**config.mk**
```make
export PLATFORM = sky130hd
export DESIGN_NAME = instruction_loader
export DESIGN_NICKNAME = d
export VERILOG_FILES = /design/src/rtl/instruction_loader_pkg.sv /design/src/rtl/instruction_loader.sv
export SDC_FILE = /design/constraint.sdc
export NUM_CORES = 1
export LEC_CHECK = 0
export ABC_AREA = 1
export ABC_CLOCK_PERIOD_IN_PS = 2100
export CAP_MARGIN = 20
export CELL_PAD_IN_SITES_DETAIL_PLACEMENT = 0
export CELL_PAD_IN_SITES_GLOBAL_PLACEMENT = 2
export CORE_UTILIZATION = 38
export CTS_BUF_LIST = sky130_fd_sc_hd__clkbuf_8
export CTS_CLUSTER_DIAMETER = 40
export DETAILED_ROUTE_END_ITERATION = 12
export DONT_BUFFER_PORTS = 1
export PLACE_DENSITY_LB_ADDON = 0.1
export SLEW_MARGIN = 10
export SYNTH_ARGS = -nofsm -noshare
export SYNTH_HDL_FRONTEND = slang
export SYNTH_SLANG_ARGS = --single-unit
```
**constraint.sdc**
```tcl
create_clock -name clk -period 2.1 [get_ports clk]
set_input_delay 0.42 -clock clk [delete_from_list [all_inputs] [get_ports clk]]
set_output_delay 0.42 -clock clk [all_outputs]
set_load 0.1 [all_outputs]
```
**src/rtl/instruction_loader_pkg.sv**
```systemverilog
// instruction_loader_pkg: state encoding, default widths and byte-order constants for instruction_loader
package instruction_loader_pkg;
    localparam int ADDR_W_DEF = 8;
    localparam int WORD_W = 16;
    localparam bit BYTE_ORDER_BIG = 1'b1;
    localparam bit BYTE_ORDER_LITTLE = 1'b0;
    typedef enum logic [2:0] {
        IDLE,
        RECV_HI,
        RECV_LO,
        WRITE,
        DONE,
        RECV_SUM
    } state_t;
endpackage

```
**src/rtl/instruction_loader.sv**
```systemverilog
// instruction_loader: byte-stream to 16-bit instruction memory writer; INSTRUCTION_LOADER_CHECKSUM_EN adds a trailing checksum byte
module instruction_loader
    import instruction_loader_pkg::*;
#(
    parameter int ADDR_W = ADDR_W_DEF,
    parameter bit BIG_ENDIAN = BYTE_ORDER_BIG
) (
    input  logic              clk,
    input  logic              reset,
    input  logic              start,
    input  logic [ADDR_W-1:0] baseAddress,
    input  logic [ADDR_W:0]   wordCount,
    input  logic [7:0]        byteData,
    input  logic              byteValid,
    output logic              byteReady,
    output logic              memWriteEn,
    output logic [ADDR_W-1:0] memAddress,
    output logic [WORD_W-1:0] memData,
    output logic              busy,
    output logic              done,
    output logic              checksumError
);
`ifdef INSTRUCTION_LOADER_CHECKSUM_EN
    localparam state_t LAST = RECV_SUM;
`else
    localparam state_t LAST = DONE;
`endif
    state_t state, nxt;
    logic [ADDR_W-1:0] addr;
    logic [ADDR_W:0] cnt;
    logic [7:0] hold;
    logic hs, accept;
    logic [WORD_W-1:0] word;
    assign hs = byteValid && byteReady;
    assign accept = start && state == IDLE;
    assign word = BIG_ENDIAN ? {hold, byteData} : {byteData, hold};
    always_comb begin
        nxt = state == IDLE ? (start ? (wordCount == '0 ? LAST : RECV_HI) : IDLE) :
              state == RECV_HI ? (hs ? RECV_LO : RECV_HI) :
              state == RECV_LO ? (hs ? WRITE : RECV_LO) :
              state == WRITE ? (cnt == (ADDR_W+1)'(1) ? LAST : RECV_HI) :
              state == RECV_SUM ? (hs ? DONE : RECV_SUM) : IDLE;
    end
    always_ff @(posedge clk) begin
        if (reset) begin
            state <= IDLE;
            byteReady <= 1'b0;
            memWriteEn <= 1'b0;
            busy <= 1'b0;
            done <= 1'b0;
            memAddress <= '0;
            memData <= '0;
            addr <= '0;
            cnt <= '0;
            hold <= '0;
        end else begin
            state <= nxt;
            byteReady <= nxt == RECV_HI || nxt == RECV_LO || nxt == RECV_SUM;
            busy <= nxt != IDLE;
            done <= nxt == DONE;
            memWriteEn <= nxt == WRITE;
            if (accept) begin
                addr <= baseAddress;
                cnt <= wordCount;
            end
            if (hs && state == RECV_HI) hold <= byteData;
            if (hs && state == RECV_LO) begin
                memAddress <= addr;
                memData <= word;
            end
            if (state == WRITE) begin
                addr <= addr + 1'b1;
                cnt <= cnt - 1'b1;
            end
        end
    end
`ifdef INSTRUCTION_LOADER_CHECKSUM_EN
    logic [7:0] sum, total;
    assign total = sum + byteData;
    always_ff @(posedge clk) begin
        if (reset) begin
            sum <= '0;
            checksumError <= 1'b0;
        end else begin
            if (accept) begin
                sum <= '0;
                checksumError <= 1'b0;
            end else if (hs && state == RECV_SUM) checksumError <= total != 8'd0;
            else if (hs) sum <= total;
        end
    end
`else
    assign checksumError = 1'b0;
`endif
endmodule

```
Word-level counts from Yosys, hierarchy flattened:

Cells that the tools add are included.
W data, S select, Z words.

* flip-flop bits (word level): 56
* input port bits: 29
* output and inout bits: 29
* word-level logic and storage cells: 47

* $add $sub $neg: 2
* equal/unequal tests: 10
* muxes and demuxes: 15
* reduce and logical (&&, ||, !) cells: 10

Operator list (count)
* $mux W3: 8
* $mux W9: 2
* $mux W8: 2
* $eq A3 B2 Y1 const B: 4
* $eq A3 B3 Y1 const B: 3
* $eq A9 B1 Y1 const B: 1
* $logic_not A9 Y1: 1
* $sub A9 B1 Y9 const B: 1
* $add A8 B1 Y8 const B: 1
* $eq A3 B1 Y1 const B: 2
* $logic_and A1 B1 Y1: 4
* $logic_not A3 Y1: 1
* $reduce_bool A3 Y1: 1
* $logic_or A1 B1 Y1: 2
* $mux W1: 2
* $mux W2: 1
* $reduce_bool A2 Y1: 1

Longest topological paths before layout:

Gate-level depths: netlist of the first run.

* depth in word-level cells: 10
* gate-level depth with buffers: 11
* gate-level depth less buffers: 11

Worst setup path after synthesis of the first run:

OpenSTA, ideal clock, no wires.

* path type: register to register
* start point: register byteReady
* end point: register busy
* setup time: 0.117 ns
* arrival: 1.718 ns
* data required time: 1.983 ns
* slack: 0.266 ns
* stages on the path, launching flop included: 9
* period minus slack after synthesis: 1.834 ns
* path through: dfxtp_1 nand2_1 nor2_1 buf_6 nor2_1 nand2_1 nand2_1 nand2_1 nand2_1

* word-level cells in the longest chain between the ends: 8
* elaborated cells between the ends (all ways): 10

Ends and longest elaborated chain
* from (decl): line instruction_loader.sv:15 `output logic byteReady,`
* from (signal assigned): line instruction_loader.sv:47 `byteReady <= 1'b0;`
* from (signal assigned): line instruction_loader.sv:58 `byteReady <= nxt == RECV_HI || nxt == RECV_LO || nxt == RECV_SUM;`
* $logic_and A1 B1 Y1 (*): line instruction_loader.sv:34 `assign hs = byteValid && byteReady;`
* $mux W1: line instruction_loader.sv:42 `state == RECV_SUM ? (hs ? DONE : RECV_SUM) : IDLE;`
* $mux W3: line instruction_loader.sv:42
* $mux W3: line instruction_loader.sv:41 `state == WRITE ? (cnt == (ADDR_W+1)'(1) ? LAST : RECV_HI) :`
* $mux W3: line instruction_loader.sv:40 `state == RECV_LO ? (hs ? WRITE : RECV_LO) :`
* $mux W3 (*): line instruction_loader.sv:39 `state == RECV_HI ? (hs ? RECV_LO : RECV_HI) :`
* $mux W3 (*): line instruction_loader.sv:38 `nxt = state == IDLE ? (start ? (wordCount == '0 ? LAST : RECV_HI) : IDLE) :`
* $reduce_bool A3 Y1 (*): line instruction_loader.sv:59 `busy <= nxt != IDLE;`
* to (signal assigned): line instruction_loader.sv:49 `busy <= 1'b0;`
* to (signal assigned): line instruction_loader.sv:59
* to (decl): line instruction_loader.sv:19 `output logic busy,`

Mark *: on every way between the ends. The rest lies on a longest branch, timed or not.
A chain may end at the register's enable or synchronous reset.

Worst setup path after layout of the first run:

* start point: register state[0]
* end point: register memAddress[2]

* word-level cells in the longest chain between the ends: 2

Ends and longest elaborated chain
* from (decl): line instruction_loader.sv:28 `state_t state, nxt;`
* from (signal assigned): line instruction_loader.sv:57 `state <= nxt;`
* $eq A3 B2 Y1: line instruction_loader.sv:67 `if (hs && state == RECV_LO) begin`
* $logic_and A1 B1 Y1: line instruction_loader.sv:67
* to (signal assigned): line instruction_loader.sv:68 `memAddress <= addr;`
* to (decl): line instruction_loader.sv:17 `output logic [ADDR_W-1:0] memAddress,`

No other way between the ends.

==> key figures, run 1 <==
Routing
  • Number of vias per cell: 5.011
  • Highest metal layer with signal wires: met4
  • Average wire per cell in the routed design: 13.66 um
  • Residual DRC count: 0
  • First-pass detailed-route iteration total: 4
  • Routed wire length on met2: 2876 um
  • Violation count after the first detailed-routing iteration: 118
  • Met1 routed wirelength after detailed routing: 2880 um
  • Vias after detailed routing: 2,240
  • DR WL met3: 290 um
  • Antenna violation net count after detailed routing: 0
  • Final wirelength: 6106 um

Floorplanning
  • Chip width: 83.15 um
  • Chip Height: 83.15 um
  • Core Footprint: 6350 sq um
  • Row count: 29
  • Die outline area: 6914 sq um
  • Io pins: 58
  • Effective utilization at floorplan: 39.41%

Clock tree
  • Gates resized, CTS repair: 0
  • Inserted Clock Buffers: 5
  • Clock network latency to the later pin of the worst-skew pair: 0.31 ns
  • Clock tree root buffer cell: clkbuf_8
  • H-tree lvl count: 2
  • Number of buffers added for setup after CTS: 0
  • Worst-case clock buffer depth: 2
  • CTS tree: yes
  • CTS clk-pin slew, worst paths: 0.11 ns
  • # clock sinks: 56
  • CTS hold repair buffers: 0

Place
  • Final weighted congestion in routability-driven placement: 0.7234
  • Count of input and output buffers: 0
  • Final HPWL from detailed placement: 4355 um

Worst setup path
  • Crit Reg-Reg Startpoint: state[0]$_SDFF_PP0_
  • Timing endpoint of the critical path: memAddress[2]$_SDFFE_PP0P_
  • Critical path cell sequence: nor2_2 -> nand3_2 -> inv_2 -> o21ai_0 -> a21oi_1
  • Delay contributed by the slowest stage of the critical path: 0.46 ns
  • Kind of critical path: flop to flop
  • Total stage count of the critical path: 5
  • Crit path launch: state[0]$_SDFF_PP0_
  • Arrival time of the worst setup path: 1.91 ns
  • CP startpoint kind: flop
  • Worst-case register-to-register setup slack: 0.43 ns
  • Buffer and inverter count on the worst path: 1
  • Critical path fanouts, max: 29
  • Destination of the worst register-to-register timing path: memAddress[2]$_SDFFE_PP0P_
  • Kind of cell adding the most delay to the critical path: simple AND/OR/NAND/NOR gates
  • Crit end category: flop
  • R2r worst-path depth: 5
  • Critical-path top delay cell: inv_2
  • Worst endpoint required time: 2.34 ns

STA
  • Post-route clock period utilization: 79.37%
  • Time the final worst path needs with I/O delays and setup: 1.667 ns
  • FMAX: 599.9 MHz
  • Final setup viols: 0
  • Max Slew Vio Count: 0
  • Actual slew at the worst max-slew pin: 0.5935 ns
  • Skew final: 0.01018 ns
  • Post-route setup TNS: 0 ns
  • RSZ-0062 raised after global routing: false
  • Tightest slew margin relative to the limit: 60.29%
  • Hold violation count in the final report: 0
  • Worst hold slack across all endpoints: 0.1653 ns

Logic synthesis
  • Number of enable flip-flop cells after synthesis: 0
  • Cell types with the largest area share after synthesis: dfxtp_1 45%, nand2_1 15%, a21oi_1 7.6%, nor2_1 5.5%, inv_1 4.4%
  • Cell type with the largest total area after synthesis: dfxtp_1
  • Count of mapped cells out of synthesis: 348
  • Mean instance size in the synthesized netlist: 7.191 sq um
  • Async set-or-reset flop fraction in the synthesized netlist: 0%
  • Share of synthesized area occupied by flip-flops and latches: 44.80%
  • Number of warnings reported in the yosys synthesis log: 0
  • Dominant register cell in the synthesized netlist: dfxtp_1
  • Total of flip-flops plus latches after synthesis: 56
  • Area fraction of the dominant cell type after synthesis: 44.80%
  • Number of nets in the synthesized netlist: 380
  • Mapped cell area: 2502 sq um
  • Most instantiated library cell after synthesis: nand2_1
  • Most instantiated cells after synthesis: 98 x nand2_1, 56 x dfxtp_1, 38 x a21oi_1
  • Cell variety after synth: 30

Worst hold path
  • Classification of the worst-slack hold path: primary input to flop

Run
  • Maximum capacitance violations: 0

Power and ir drop
  • Static Leak: 1.187 nW
  • Total power divided by cell area: 687.7 nW/um^2
  • Worst vdd ir: 367.1 uV

Global routing
  • Antenna violations before repair: 0
  • Vias in the first global route: 2,133
  • First-pass GRT wire length: 10,420 um
  • Largest net degree at the start of global routing: 35
  • Global route total overflow: 0
  • Total routing usage reported by global routing: 18.64%

Layout
  • Synthesis-to-layout area growth: 12.25%
  • Net count reported at finish: 401
  • Fillers: 691
  • Proportion of layout cells with a drive suffix above 1: 13.24%
  • Antenna Diode Count: 0

Outcome
  • Status: finished clean
-- sequential cells by signal, summed over array words and instances (netlist names) --
signal      cells
memData        16
cnt             9
addr            8
hold            8
memAddress      8
state           3
busy            1
byteReady       1
done            1
memWriteEn      1
-- power breakdown --
group          internal, W  switching (W)  total, W
clock             0.000234       0.000361  0.000595
sequential         0.00110      0.0000282   0.00112
combinational    0.0000630       0.000150  0.000213
-- cell families after synthesis --
kind of cell	count (synthesis)	share of synthesized area [%]
AO/OA/AOI/OAI	73	15.85
other	1	0.1499
adder cells (fa/ha/maj)	3	1.500
buffers and inverters	50	9.449
flip-flops	56	44.80
AND/OR/NAND/NOR	165	28.25
-- worst min-delay path by stage --
stage | startpoint | endpoint | cells past startpoint
3_3_place_gp | hold[0]$_SDFFE_PP0P_ | memData[8]$_SDFFE_PP0P_ | 2
2_1_floorplan | hold[7]$_SDFFE_PP0P_ | memData[15]$_SDFFE_PP0P_ | 2
3_5_place_dp | hold[0]$_SDFFE_PP0P_ | memData[8]$_SDFFE_PP0P_ | 2
6_report | reset | addr[5]$_SDFFE_PP0P_ | 1
5_1_grt | reset | memData[3]$_SDFFE_PP0P_ | 1
4_1_cts | reset | addr[5]$_SDFFE_PP0P_ | 1
-- layout make-up --
cell class                      instances  area, sq um  share of cell area [%]
Clock buffer                            5        68.82                   2.450
Clock inverter                          3        20.02                  0.7127
Inverter                               34        132.6                   4.722
Multi-Input combinational cell        242         1145                   40.76
Sequential cell                        56         1121                   39.91
Tap cell                               77        96.34                   3.430
Timing Repair Buffer                   30        225.2                   8.018
-- cell usage in the layout, fill, tap and decap left out, types with 4 or more instances in the layout --
cell / n
a31oi_1: 7
nand3_1: 15
a21oi_1: 38
inv_1: 30
buf_4: 30
nor2_1: 37
nand4_1: 4
o21ai_0: 20
nand2_1: 98
dfxtp_1: 56
clkbuf_8: 5
-- metrics by stage --
step | power (W) | cell area, sq um | setup slack, ns | std cells | utilization, %
floorplan | 0.001329 | 2502 | 0.2658 | 348 | -
global placement | 0.001364 | 2720 | 0.4315 | 439 | 42.84
detailed placement | 0.001363 | 2720 | 0.4441 | 439 | 42.84
CTS | 0.001965 | 2809 | 0.4023 | 447 | 44.24
global route | 0.002036 | 2809 | 0.1915 | 447 | 44.24
finish | 0.001932 | 2809 | 0.4332 | 447 | 44.24
-- routing by layer --
layer | GRT usage [%] | vias to the layer above
met3 | 4.274 | 5
li1 | - | 1170
met1 | 24.17 | 1028
met2 | 31.07 | 37
met5 | 0 | -
met4 | 5.172 | 0
(Power assumes the default switching activity.)
==> run 2: changes to the inputs <==
ABC_CLOCK_PERIOD_IN_PS = 1400   (was 2100)
CORE_UTILIZATION = 32   (was 38)
clock period = 1.4 ns   (was 2.1 ns; I/O delays follow)
==> key figures, run 2 (synthesis results as in run 1) <==
STA
  • Time the final worst path needs with I/O delays and setup: 1.309 ns (-0.3577 ns)
  • Max Slew Vio Count: 0 (unchanged)
  • Actual slew at the worst max-slew pin: 0.6724 ns (+0.07895 ns)
  • RSZ-0062 raised after global routing: true
  • Skew final: 0.008444 ns (-0.001741 ns)
  • Worst hold slack across all endpoints: 0.01906 ns (-0.1462 ns)
  • Final setup viols: 0 (unchanged)
  • FMAX: 763.9 MHz (+27%)
  • Post-route clock period utilization: 93.51% (+14 points)
  • Tightest slew margin relative to the limit: 55.02% (-5.3 points)
  • Hold violation count in the final report: 0 (unchanged)

Worst hold path
  • Endpoint of the worst hold path: addr[7]$_SDFFE_PP0P_
  • Classification of the worst-slack hold path: primary input to flop
  • Worst hold stages: 1 (unchanged)
  • Hold path start: reset

Place
  • Standard cell area after detailed placement: 2914 sq um (+7.1%)
  • Final weighted congestion in routability-driven placement: 0.8182 (+13%)
  • Final HPWL from detailed placement: 4775 um (+9.7%)
  • Count of input and output buffers: 0 (unchanged)

Global routing
  • Global route total overflow: 0 (unchanged)
  • Vias in the first global route: 2,305 (+8.1%)
  • Met3 GRT Util: 4.630% (+0.36 points)
  • Global-route track usage on met2: 28.12% (-3.0 points)
  • Most congested layer reported by global routing: met2
  • Global-route track usage on met1: 20.84% (-3.3 points)
  • Total routing usage reported by global routing: 16.68% (-2.0 points)
  • First-pass GRT wire length: 10,990 um (+5.5%)
  • Largest net degree at the start of global routing: 35 (unchanged)
  • Antenna violations before repair: 0 (unchanged)

Worst setup path
  • Kind of critical path: flop to flop
  • Destination of the worst register-to-register timing path: addr[2]$_SDFFE_PP0P_
  • R2r worst-path depth: 6 (+1)
  • Crit path top cell by count: buf_4
  • CP startpoint kind: flop
  • Delay contributed by the slowest stage of the critical path: 0.38 ns (-0.08 ns)
  • Critical path cell sequence: buf_4 -> nand3_4 -> buf_6 -> buf_4 -> o21ai_0 -> a311oi_1
  • Arrival time of the worst setup path: 1.54 ns (-0.37 ns)
  • Worst-case register-to-register setup slack: 0.09 ns (-0.34 ns)
  • Critical path fanouts, max: 5 (-83%)
  • Worst endpoint required time: 1.63 ns (-0.71 ns)
  • Crit end category: flop
  • Crit Reg-Reg Startpoint: state[0]$_SDFF_PP0_
  • Critical-path top delay cell: dfxtp_4

Routing
  • Vias after detailed routing: 2,362 (+5.4%)
  • Number of vias per cell: 4.791 (-4.4%)
  • Final wirelength: 6642 um (+8.8%)
  • First-pass detailed-route iteration total: 4 (unchanged)
  • Violation count after the first detailed-routing iteration: 71 (-40%)
  • Average wire per cell in the routed design: 13.47 um (-1.4%)
  • Antenna violation net count after detailed routing: 0 (unchanged)
  • Residual DRC count: 0 (unchanged)

Floorplanning
  • Chip width: 90.43 um (+8.8%)
  • Chip Height: 90.43 um (+8.8%)
  • Die outline area: 8178 sq um (+18%)
  • Effective utilization at floorplan: 33.78% (-5.6 points)
  • Core Footprint: 7408 sq um (+17%)
  • Row count: 31 (+6.9%)
  • Io pins: 58 (unchanged)

Layout
  • Post-Layout Inst Area: 3127 sq um (+11%)
  • Regs by FF count: memData x16, cnt x9
  • Antenna Diode Count: 0 (unchanged)
  • Most common library cell in the layout ignoring fill and taps: nand2_1
  • Proportion of layout cells with a drive suffix above 1: 24.11% (+11 points)
  • Synthesis-to-layout area growth: 24.95%
  • Most frequent cells in the layout: 96 x nand2_1, 50 x dfxtp_1, 50 x buf_4, 36 x a21oi_1, 32 x nor2_1
  • Flip-flop count of the largest register, all copies and words added: 16 (unchanged)
  • Net count reported at finish: 425 (+6.0%)
  • Top register by number of flip-flops: memData

Power and ir drop
  • Worst vdd ir: 403.8 uV (+10%)
  • Total power divided by cell area: 976.7 nW/um^2 (+42%)
  • Static Leak: 1.317 nW (+11%)

Outcome
  • Status: finished clean

Clock tree
  • CTS clk-pin slew, worst paths: 0.11 ns (about the same)
  • CTS tree: yes
  • Clock tree root buffer cell: clkbuf_8
  • Worst-case clock buffer depth: 2 (unchanged)
  • # clock sinks: 56 (unchanged)
  • Clock network latency to the later pin of the worst-skew pair: 0.32 ns (about the same)
  • H-tree lvl count: 2 (unchanged)
  • Inserted Clock Buffers: 5 (unchanged)

Run
  • Maximum capacitance violations: 0 (unchanged)
[run 2: cell count changes in the layout (fill, tap and decap cells not counted), moves of 3 or more]
cell and delta:
dfxtp_1 -6, nor2_1 -5, buf_4 +20, dfxtp_2 +4, inv_1 -7, inv_2 +4
nor2_2 +3, inv_6 +3
[run 2: worst max-delay path, delay by kind of cell (launching register included)]
family / cells / cell delay [ns]
AOI/OAI and AO/OA: 2 / 0.31
and+or+nand+nor: 1 / 0.12
buffers and inverters: 3 / 0.43
DFF: 1 / 0.38
[run 2: power by group]
part,switching [W],internal [W],leakage (nW),total (W)
sequential,0.0000412,0.00164,0.458,0.00169
combinational,0.000264,0.000146,0.814,0.000410
clock,0.000591,0.000367,0.0452,0.000958
[run 2: cell type report]
class / count / area [sq um]
Fill cell: 791 / 4282
Multi-Input combinational cell: 242 / 1207
Inverter: 34 / 140.1
Timing Repair Buffer: 54 / 427.9
Clock inverter: 3 / 25.02
Sequential cell: 56 / 1134
Clock buffer: 5 / 68.82
Tap cell: 99 / 123.9
[run 2: how the worst max path moves through the flow]
stage	cells past startpoint	end	slack [ns]	startpoint
final	6	addr[2]$_SDFFE_PP0P_	0.09	state[0]$_SDFF_PP0_
after CTS	8	addr[7]$_SDFFE_PP0P_	0.01	state[0]$_SDFF_PP0_
after global placement	9	cnt[8]$_SDFFE_PP0P_	0.03	cnt[1]$_SDFFE_PP0P_
after detailed placement	9	cnt[8]$_SDFFE_PP0P_	0.02	cnt[1]$_SDFFE_PP0P_
after floorplan	8	busy$_SDFF_PP0_	0.07	byteReady$_SDFF_PP0_
after global routing	11	busy$_SDFF_PP0_	-0.02	cnt[1]$_SDFFE_PP0P_
[run 2: what timing repair did]
| action | in CTS | in global routing |
|---|---|---|
| setup endpoints to repair | 1 | 23 |
| endpoints found under the hold margin | 0 | 13 |
| pin swaps | 2 | 8 |
| hold buffers | 0 | 1 |
| resized for setup | 2 | 30 |
| setup buffers | 0 | 3 |
| cloned | 0 | 0 |
[run 2: metal layers]
metal | routed length, um | part of all wire [%]
met1 | 3076 | 46
met2 | 3138 | 47
met3 | 351 | 5.3
met4 | 76 | 1.1
met5 | 0 | 0
[run 2: stage by stage]
step	setup slack, ns	util (%)	instances	setup TNS [ns]	power, W
floorplan	0.06680	-	348	0	0.001994
global placement	0.02638	39.33	481	0	0.002086
detailed placement	0.01772	39.33	481	0	0.002087
CTS	0.01225	40.64	489	0	0.003054
global route	-0.02095	42.21	493	-0.05136	0.003213
finish	0.09088	42.21	493	0	0.003054
